`src/rtl/b2o_encoder_pipe.sv`:
```
// Two-stage binary-to-onehot/thermometer encoder with offset and range check.
// Latency 2 cycles, full throughput; valid/ready on both sides, saturating monitor counters.
module b2o_encoder_pipe #(
  parameter int INPUT_W  = 6,
  parameter int OUTPUT_W = 64,
  parameter int CNT_W    = 32
) (
  input  logic                clk,
  input  logic                rst,
  input  logic                in_valid,
  output logic                in_ready,
  input  logic [INPUT_W-1:0]  in_code,
  input  logic [INPUT_W-1:0]  cfg_offset,
  input  logic                cfg_thermo,
  output logic                out_valid,
  input  logic                out_ready,
  output logic [OUTPUT_W-1:0] out_vec,
  output logic                out_oor,
  input  logic                cnt_clear,
  output logic [CNT_W-1:0]    hit_count,
  output logic [CNT_W-1:0]    oor_count
);

  localparam logic [INPUT_W:0] OUT_LIM = (INPUT_W+1)'(OUTPUT_W);

  logic                a_valid;
  logic [INPUT_W-1:0]  a_diff;
  logic                a_under;
  logic                a_over;
  logic                a_thermo;

  logic [INPUT_W:0]    diff;
  logic                under;
  logic                over;
  logic                b_adv;
  logic                a_adv;
  logic                out_hs;
  logic [OUTPUT_W-1:0] enc;

  assign b_adv    = !out_valid || out_ready;
  assign a_adv    = !a_valid || b_adv;
  assign in_ready = a_adv;
  assign out_hs   = out_valid && out_ready;

  // One spare MSB keeps the subtraction borrow so the range compare is exact.
  assign diff  = {1'b0, in_code} - {1'b0, cfg_offset};
  assign under = in_code < cfg_offset;
  assign over  = !under && (diff >= OUT_LIM);

  always_ff @(posedge clk) begin
    if (rst) begin
      a_valid  <= 1'b0;
      a_diff   <= '0;
      a_under  <= 1'b0;
      a_over   <= 1'b0;
      a_thermo <= 1'b0;
    end else if (a_adv) begin
      a_valid <= in_valid;
      if (in_valid) begin
        a_diff   <= diff[INPUT_W-1:0];
        a_under  <= under;
        a_over   <= over;
        a_thermo <= cfg_thermo;
      end
    end
  end

  always_comb begin
    enc = '0;
    if (a_over) begin
      enc = a_thermo ? '1 : '0;
    end else if (!a_under) begin
      for (int i = 0; i < OUTPUT_W; i++) begin
        enc[i] = a_thermo ? (INPUT_W'(i) <= a_diff) : (INPUT_W'(i) == a_diff);
      end
    end
  end

  always_ff @(posedge clk) begin
    if (rst) begin
      out_valid <= 1'b0;
      out_vec   <= '0;
      out_oor   <= 1'b0;
    end else if (b_adv) begin
      out_valid <= a_valid;
      if (a_valid) begin
        out_vec <= enc;
        out_oor <= a_under || a_over;
      end
    end
  end

  // Clear has priority over a same-cycle handshake, which is then not counted.
  always_ff @(posedge clk) begin
    if (rst || cnt_clear) begin
      hit_count <= '0;
      oor_count <= '0;
    end else if (out_hs) begin
      if (out_oor) begin
        if (oor_count != {CNT_W{1'b1}}) oor_count <= oor_count + 1'b1;
      end else begin
        if (hit_count != {CNT_W{1'b1}}) hit_count <= hit_count + 1'b1;
      end
    end
  end

endmodule
```
`config.mk`:
```
export PLATFORM = sky130hd
export DESIGN_NAME = b2o_encoder_pipe
export DESIGN_NICKNAME = d
export VERILOG_FILES = /design/src/rtl/b2o_encoder_pipe.sv
export SDC_FILE = /design/constraint.sdc
export NUM_CORES = 1
export LEC_CHECK = 0
export BUFFER_PORTS_ARGS = -buffer_cell sky130_fd_sc_hd__buf_2
export CELL_PAD_IN_SITES_DETAIL_PLACEMENT = 0
export CELL_PAD_IN_SITES_GLOBAL_PLACEMENT = 1
export CORE_ASPECT_RATIO = 0.6
export CORE_MARGIN = 1.5
export CORE_UTILIZATION = 36
export CTS_CLUSTER_DIAMETER = 60
export DETAILED_ROUTE_END_ITERATION = 16
export GPL_TIMING_DRIVEN = 0
export PLACE_DENSITY = 0.75
export SLEW_MARGIN = 5
export SYNTH_ARGS = -nofsm -noshare
export SYNTH_HDL_FRONTEND = slang
export SYNTH_SLANG_ARGS = --single-unit
```
`constraint.sdc`:
```
create_clock -name clk -period 2.4 [get_ports clk]
set_clock_uncertainty 0.05 [all_clocks]
set_input_delay 0.12 -clock clk [delete_from_list [all_inputs] [get_ports clk]]
set_output_delay 0.12 -clock clk [all_outputs]
set_load 0.03 [all_outputs]
```
### Yosys cells after proc, flatten, opt, wreduce, memory -nomap -nowiden

Cells that the tools add are included.
W data, S select, Z words.

| storage, ports and cells | value |
|---|---|
| register bits after elaboration | 140 |
| bits of input ports | 18 |
| output and inout port bits | 131 |
| word-level logic and storage cells | 226 |

| cells by class | value |
|---|---|
| add/sub/neg operators | 3 |
| order comparisons | 66 |
| eq/ne operators | 65 |
| mux-type cells | 67 |
| bitwise logic cells | 1 |
| reductions and logical operators | 14 |

Operators with widths:

| kind | count |
|---|---|
| $eq A6 B6 Y1 const A | 32 |
| $le A6 B6 Y1 const A | 32 |
| $mux W64 | 3 |
| $eq A5 B6 Y1 const A | 16 |
| $le A5 B6 Y1 const A | 16 |
| $add A32 B1 Y32 const B | 2 |
| $mux W1 | 64 |
| $ne A32 B32 Y1 const B | 2 |
| $eq A4 B6 Y1 const A | 8 |
| $le A4 B6 Y1 const A | 8 |
| $eq A3 B6 Y1 const A | 4 |
| $le A3 B6 Y1 const A | 4 |
| $eq A2 B6 Y1 const A | 2 |
| $le A1 B6 Y1 const A | 2 |
| $le A2 B6 Y1 const A | 2 |
| $ge A7 B7 Y1 const B | 1 |
| $sub A6 B6 Y7 | 1 |
| $eq A1 B6 Y1 const A | 1 |
| $logic_not A6 Y1 | 1 |
| $lt A6 B6 Y1 | 1 |
| $reduce_and A3 Y1 | 2 |
| $logic_or A1 B1 Y1 | 4 |
| $reduce_and A2 Y1 | 2 |
| $logic_not A1 Y1 | 3 |
| 2 further kinds | 3 |

### Depth between registers and ports, before layout

Gate-level depths: netlist (run 1).

| logic depth | value |
|---|---|
| word-level depth | 4 |
| gate-level depth with buffers | 8 |
| gate-level depth less buffers | 8 |

### Worst setup path before layout (run 1)

Ideal clock, no wire load.

| timing | value |
|---|---|
| path kind | reg2reg |
| start | reg hit_count[0] |
| end | reg hit_count[26] |
| setup time | 70 ps |
| arrival time | 2423 ps |
| required time | 2280 ps |
| setup slack | -143 ps |
| stages on the path, launching flop included | 9 |
| path buffers | 2 |
| clock period less this slack | 2543 ps |
| cells stage by stage | dfxtp_1 > ha_1 > nand4_1 > or4_1 > buf_2 > or3_1 > buf_2 > or3_1 > a21oi_1 |

| between the ends | value |
|---|---|
| word-level cells in the longest chain between the ends | 2 |
| elaborated cells on any way between the ends | 3 |
| classes of those cells | 1 x add/sub; 1 x eq/ne; 1 x reduce/logical |

RTL lines:

| item | line | text |
|---|---|---|
| start: declaration | 20 | `output logic [CNT_W-1:0] hit_count,` |
| start signal: assignment | 102 | `if (hit_count != {CNT_W{1'b1}}) hit_count <= hit_count + 1'b1;` |
| branches (longest 2 deep; another with $add A32 B1 Y32) | -- |  |

Several ways; the timed one is not identified.
A chain may end at the register's enable or synchronous reset.

### Worst setup path after layout (run 1)

| timing | value |
|---|---|
| start | reg hit_count[1] |
| end | reg hit_count[20] |

The elaborated chain is that of the path after synthesis.

==> results of run 1 <==
-- worst min path at each step --
stage	startpoint	slack, ps	endpoint
final	out_ready	40	out_valid
after CTS	out_ready	20	out_valid
after detailed placement	in_valid	320	a_valid
after global routing	out_ready	20	out_valid
after floorplan	in_valid	200	a_valid
after global placement	in_valid	320	a_valid
-- cell usage in the layout, fill, tap and decap left out, types with 14 or more instances in the layout --
master	netlist	final
a211oi_1	29	28
a21oi_1	69	68
buf_2	2	150
clkbuf_1	61	51
clkbuf_16	0	17
dfxtp_1	140	134
inv_1	17	17
nand2_1	69	69
nand3_1	24	24
nand4_1	24	24
nor2_1	138	136
nor3_1	53	51
o21ai_0	59	59
or3_1	28	26
or4_1	15	14
-- layer usage --
metal,up-vias,track usage (%)
met2,298,31.1
met1,3610,43.8
met5,-,0
met4,0,6.01
li1,3726,-
met3,21,6.08
-- state kept, by name (all words and copies together), names as in the netlist, 6 cells and up --
register / cells
out_vec: 64
hit_count: 32
oor_count: 32
a_diff: 6
-- power breakdown --
group          internal, mW  switching, mW  total, mW
Combinational         0.269          0.701      0.970
Clock                  1.73           1.09       2.82
Sequential             2.41         0.0565       2.47
Total                  4.41           1.85       6.25
-- layout make-up --
| cell class | count | area [sq um] | area share (%) |
|---|---|---|---|
| well taps | 266 | 333 | 3.69 |
| plain buffers | 71 | 300 | 3.33 |
| repair buffers | 156 | 803 | 8.91 |
| flip-flops and latches | 140 | 2820 | 31.2 |
| multi-input cells | 695 | 4100 | 45.4 |
| clock buffers | 19 | 433 | 4.80 |
| inverters | 17 | 63.8 | 0.708 |
| clock inverters | 11 | 171 | 1.90 |
-- through the flow --
step	setup TNS [ps]	power (mW)	hold WS, ps	worst slack (ps)	area, sq um
2_1_floorplan	0	3.13	199	2.26	7110
3_3_place_gp	-2750	3.46	320	-209	8180
3_5_place_dp	-2140	3.46	322	-149	8180
4_1_cts	0	6.25	18.7	3.62	8860
5_1_grt	-51.1	6.47	24.6	-26.2	9020
6_report	0	6.25	35.2	33.1	9020
-- kinds of logic (layout without fill, tap and decap cells) --
family,count (synthesis),in the layout,share of synthesized area [%]
AND/OR/NAND/NOR,423,423,29.9
buffers and inverters,88,274,4.69
adder cells (fa/ha/maj),9,9,1.69
AO/OA/AOI/OAI,234,234,20.6
multiplexers,6,6,0.846
flip-flops,140,140,39.5
XOR/XNOR,23,23,2.84
-- repair_timing --
item | in CTS | in global routing
setup endpoints to repair | 40 | 66
gates resized for setup | 12 | 41
pin swaps | 0 | 9
endpoints found under the hold margin | 2 | 0
buffers inserted | 1 | 4
hold buffers | 2 | 0
gates cloned | 0 | 1
-- tightest hold or removal path, stage by stage --
cell and delay, ps:
buf_2 120, nand2b_1 140, a21oi_1 80
==> summary.txt, run 1 <==
Critical path
  – Crit. End Element: flip-flop
  – Critical Path End: hit_count[20]
  – Crit path largest cell delay: 530 ps
  – R2r worst-path depth: 8
  – Crit start category: flip-flop
  – R2R Setup Slk: 30 ps
  – Worst reg2reg path endpoint: hit_count[20]
  – CP cell instances: ha_4, nand4_1, or4_1, buf_6, or3_4, buf_6, or3_1, a21oi_1
  – CP Data Arrival Time: 2680 ps
  – Delay-heaviest family, CP: simple AND/OR/NAND/NOR gates
  – WP data required: 2710 ps
  – Reg-to-reg startpoint: hit_count[1]
  – Critical path class: reg -> reg
  – CP Buf/Inv Count: 2
  – Worst setup startpoint: hit_count[1]
  – Crit path max-delay cell type: or4_1
  – CP max FO: 5
  – Crit path top cell by count: buf_6
  – Critical Path Stages: 8

Global route
  – Initial antenna violation count: 0
  – Largest net degree at the start of global routing: 17
  – Vias in the first global route: ~6800
  – Total global-route track usage: 26.0%
  – First-pass GRT wire length: 40600 microns
  – Total congestion overflow: 0

Routing
  – Max layer used: met4
  – Met3 routed WL: slightly above 2000 microns
  – WL met1: 14600 microns
  – Drt first pass iters: 5
  – Drt initial violations: 739
  – Routed vias/inst: 5.57
  – Met2 wire len: roughly 9500 microns
  – WL/cell: 19.2 microns
  – Via count: between 7000 and 8000
  – # DRC: 0
  – Post-route ant nets: 0
  – Routed WL: 26400 microns

Floorplanning
  – Die area: 20600 sq um
  – Core ar.: between 15000 and 20000 sq um
  – Die Span X: 184 microns
  – Die H: 112 microns
  – Initial Util: 37.0%
  – Ports: ~150
  – Row Count: 39

Timing
  – RSZ-0062 raised after global routing: yes
  – Slew Limit Fails: 0
  – Min Tclk post-route: 2370 ps
  – Relative slew slack: a little under a third
  – Final Hold Viols: 0
  – Tcrit/Tclk final: 98.6%
  – Tightest Pin Transition: 1030 ps
  – Fmax: 422 MHz
  – Final setup viols: 0

Synth
  – Yosys reg bits: 140
  – Synth top cells by count: dfxtp_1, nor2_1, a21oi_1, nand2_1, clkbuf_1
  – Syn nets: 950
  – Ys flop type: dfxtp_1
  – Post-synth top area cell: dfxtp_1
  – Post-synthesis cell type count: 58
  – Synthesized instance count: 923
  – Synth Warn #: 0
  – EDFF count, synth: 0
  – Dominant cells by area after synthesis: dfxtp_1, nor2_1, a21oi_1
  – Post-synthesis sequential area ratio: 39.5%
  – Share of the synthesized area in the top cell type: 39.5%
  – Top-count cell post-synth: dfxtp_1
  – Synth async-reset ratio: 0%
  – Post-synthesis cell area: 7100 sq um
  – Synthesized area per cell: 7.69 sq um

Cells and area
  – Share of layout cells above drive strength 1: around 22%
  – Fin cells: 1375
  – Inserted Diodes: 0
  – Fin util: 47.0%
  – P&R area growth vs syn: 27.0%
  – Nets: 1125
  – FILL cells: 1994

CTS
  – H-tree depth: 4
  – Clock Root Buffer: clkbuf_16
  – CTS Buffer Depth: 2
  – CTS tree: yes
  – TritonCTS buffer count: 17
  – Clock Latency Late Sink: 430 ps
  – CTS sink cnt: 140
  – Clk pin slew, worst setup/hold paths: 60 ps

Run status
  – Status: finished, final reports clean

Flow run
  – MaxCap Viol Count: 0

Placed design
  – RePlAce Congestion: 0.982
  – Port bufs: 148
  – Post-detail-place hpwl: approximately 20000 microns
  – Cell count after placement: 1337

Pwr
  – LEAKAGE: 3.58 nW
  – Pwr Density: 693 nW/um^2
  – VDD IR max: between 0.0004 and 0.0005 V

Hold path
  – Hold Path Cell Cnt: 3
  – Hold Path Class: in -> reg
Power figures use the tool's default switching activity.
==> inputs of run 2 (changes only) <==
Settings changed: ABC_AREA set to 1, CORE_UTILIZATION 36 to 39, PLACE_DENSITY 0.75 to 0.79.
Clock period 2.4 ns to 2.7 ns, I/O delays scaled along.
==> run 2 against run 1 <==
Against the previous run: clock power down 7.8%; final cell count up 25%; non-clock buffer count down 22; wire length up 9.5%; synthesized area up 14%; register-to-register slack better by 250 ps; die area up 4.7%; utilization up 1.9 points; global-route usage up 1.5 points; via count up 14%; sequential share of layout area down 2.7 points; highest routed layer unchanged.
==> summary.txt, run 2 <==
Timing
  – Total negative slack: 0 ps (unchanged)
  – Final setup viols: 0 (unchanged)
  – Fmax: 413 MHz (-2.1%)
  – Relative slew slack: 47.5% (+16 points)
  – Slew Limit Fails: 0 (unchanged)
  – Tcrit/Tclk final: 89.6% (-9.0 points)
  – Tightest Pin Transition: 787 ps (-244 ps)
  – RSZ-0062 raised after global routing: no
  – Final Hold Viols: 0 (unchanged)
  – Min Tclk post-route: 2420 ps (+51.7 ps)

Floorplanning
  – Initial Util: 40.1% (+3.1 points)
  – Row Count: 40 (+2.6%)
  – Die Span X: 189 microns (+2.4%)
  – Die area: 21600 sq um (+4.7%)
  – Die H: 114 microns (+2.3%)
  – Core ar.: 20100 sq um (+4.9%)
  – Ports: 149 (unchanged)

Cells and area
  – Share of layout cells above drive strength 1: 16.6% (-5.3 points)
  – Nets: 1457 (+30%)
  – Most frequent cells in the layout: nand2_1, nor2_1, buf_2, dfxtp_1, o21ai_0
  – Max FFs per register: 64 (unchanged)
  – Most common cell after layout, fill and taps aside: nand2_1
  – Reg with most FFs: out_vec
  – FILL cells: 2173 (+9.0%)
  – P&R area growth vs syn: 22.0%
  – Fin util: 48.9% (+1.9 points)
  – Largest registers: out_vec (64), hit_count (32), oor_count (32)

Flow run
  – MaxCap Viol Count: 0 (unchanged)

CTS
  – Clock Root Buffer: clkbuf_16
  – CTS tree: yes
  – CTS sink cnt: 140 (unchanged)
  – TritonCTS buffer count: 17 (unchanged)
  – Clock Latency Late Sink: 430 ps (about the same)
  – Setup Buffers After CTS: 0 (-1)
  – Hold-fix buffers, CTS: 5 (+3)
  – H-tree depth: 4 (unchanged)
  – Clk pin slew, worst setup/hold paths: 60 ps (about the same)
  – Post_cts resized: 0 (-12)
  – CTS Buffer Depth: 2 (unchanged)

Critical path
  – R2r worst-path depth: 8 (unchanged)
  – Worst setup startpoint: a_diff[1]
  – Crit start category: flip-flop
  – Worst reg2reg path endpoint: out_vec[22]
  – WP data required: 3030 ps (+320 ps)
  – CP Data Arrival Time: 2740 ps (+60 ps)
  – R2R Setup Slk: 280 ps (+250 ps)
  – Reg-to-reg startpoint: a_diff[1]
  – Critical path class: reg -> reg
  – Critical Path End: out_vec[22]
  – Crit. End Element: flip-flop
  – CP max FO: 10 (+5)

Pwr
  – Power Total: 5.62 mW (-10%)
  – LEAKAGE: 4.15 nW (+16%)
  – VDD IR max: 0.000457 V (-6.0%)
  – Pwr Density: 571 nW/um^2 (-18%)

Global route
  – Total congestion overflow: 0 (unchanged)
  – Initial antenna violation count: 0 (unchanged)
  – Largest net degree at the start of global routing: 17 (unchanged)
  – Total global-route track usage: 27.5% (+1.5 points)
  – Vias in the first global route: 7899 (+16%)
  – First-pass GRT wire length: 45300 microns (+11%)

Placed design
  – Post-detail-place hpwl: 22500 microns (+13%)
  – RePlAce Congestion: 0.932 (-5.0%)
  – Port bufs: 148 (unchanged)

Synth
  – Synth Warn #: 0 (unchanged)
  – Post-synthesis sequential area ratio: 34.7% (-4.7 points)
  – Synth top cells by count: nand2_1, nor2_1, dfxtp_1
  – Post-synthesis cell type count: 42 (-28%)
  – Dominant cells by area after synthesis: dfxtp_1, nand2_1, o21ai_0
  – Syn nets: 1285 (+35%)
  – Yosys reg bits: 140 (unchanged)
  – Top-count cell post-synth: nand2_1
  – Post-synth top area cell: dfxtp_1
  – Synth async-reset ratio: 0% (unchanged)
  – EDFF count, synth: 0 (unchanged)
  – Share of the synthesized area in the top cell type: 34.7% (-4.7 points)
  – Synthesized area per cell: 6.41 sq um (-17%)
  – Synthesized instance count: 1258 (+36%)
  – Ys flop type: dfxtp_1
  – Post-synthesis cell area: 8070 sq um (+14%)

Routing
  – Drt initial violations: 847 (+15%)
  – Via count: 8697 (+14%)
  – WL/cell: 16.9 microns (-12%)
  – # DRC: 0 (unchanged)
  – Drt first pass iters: 5 (unchanged)
  – Routed WL: 29000 microns (+9.5%)
  – Post-route ant nets: 0 (unchanged)
  – Routed vias/inst: 5.07 (-9.0%)

Hold path
  – Hold Path Class: in -> reg

Run status
  – Status: finished, final reports clean
## run 2: cell types whose count changed after synthesis, moves of 20 or more
cell	previous run	this run
a211oi_1	29	1
a21oi_1	69	116
clkbuf_1	61	33
inv_1	17	99
nand2_1	69	378
nand3_1	24	46
nor2_1	138	158
nor3_1	53	13
o21ai_0	59	119
or3_1	28	1
## run 2: area by class of cell
cell class	instances	area, sq um	area share, %
clock inverter	10	163	1.65
timing repair buffer	153	791	8.04
tap	273	342	3.47
buffer	52	278	2.82
clock buffer	22	474	4.82
sequential	140	2800	28.5
inverter	104	395	4.02
antenna	1	2.50	0.0254
multi-input combinational	962	4590	46.7
## run 2: worst min path at each step
stage,from,to,slack (ps),cells past startpoint
2_1_floorplan,cfg_offset[0],a_diff[0],280,2
3_3_place_gp,cfg_thermo,a_thermo,380,3
3_5_place_dp,cfg_offset[0],a_diff[0],390,3
4_1_cts,in_code[0],a_diff[0],10,4
5_1_grt,in_code[0],a_diff[0],50,4
6_report,in_code[0],a_diff[0],30,4
## run 2: critical path: stages (launching register included)
cell and delay (ps):
dfxtp_1 320, clkbuf_1 300, clkbuf_1 570, inv_1 310, nand2_1 140, nand2_1 90
a21oi_1 380, o21ai_0 130, inv_1 60
## run 2: power breakdown
group | total (mW) | internal, mW | switching [mW]
registers | 2.20 | 2.15 | 0.0493
logic | 0.824 | 0.202 | 0.622
clock network | 2.60 | 1.62 | 0.980
## run 2: per-layer routing
metal	vias to the layer above	track usage [%]	routed length, microns
li1	4416	-	-
met3	18	6.86	2450
met5	-	0	0
met4	0	5.93	203
met2	321	33.8	10000
met1	3942	45.3	16300
## run 2: cells by family after synthesis
| group | after synthesis | synth area share [%] |
|---|---|---|
| flip-flops | 140 | 34.7 |
| adder cells (fa/ha/maj) | 9 | 1.49 |
| AO/OA/AOI/OAI | 270 | 17.9 |
| XOR/XNOR | 33 | 3.58 |
| AND/OR/NAND/NOR | 650 | 34.0 |
| buffers and inverters | 156 | 8.34 |
## run 2: metrics by stage
stage | hold slack [ps] | cell area (sq um) | setup WS, ps | instances
2_1_floorplan | 278 | 8070 | 649 | 1258
3_3_place_gp | 382 | 9150 | 429 | 1679
3_5_place_dp | 386 | 9150 | 495 | 1679
4_1_cts | 13.0 | 9840 | 460 | 1716
5_1_grt | 51.2 | 9840 | 275 | 1716
6_report | 28.1 | 9840 | 281 | 1717
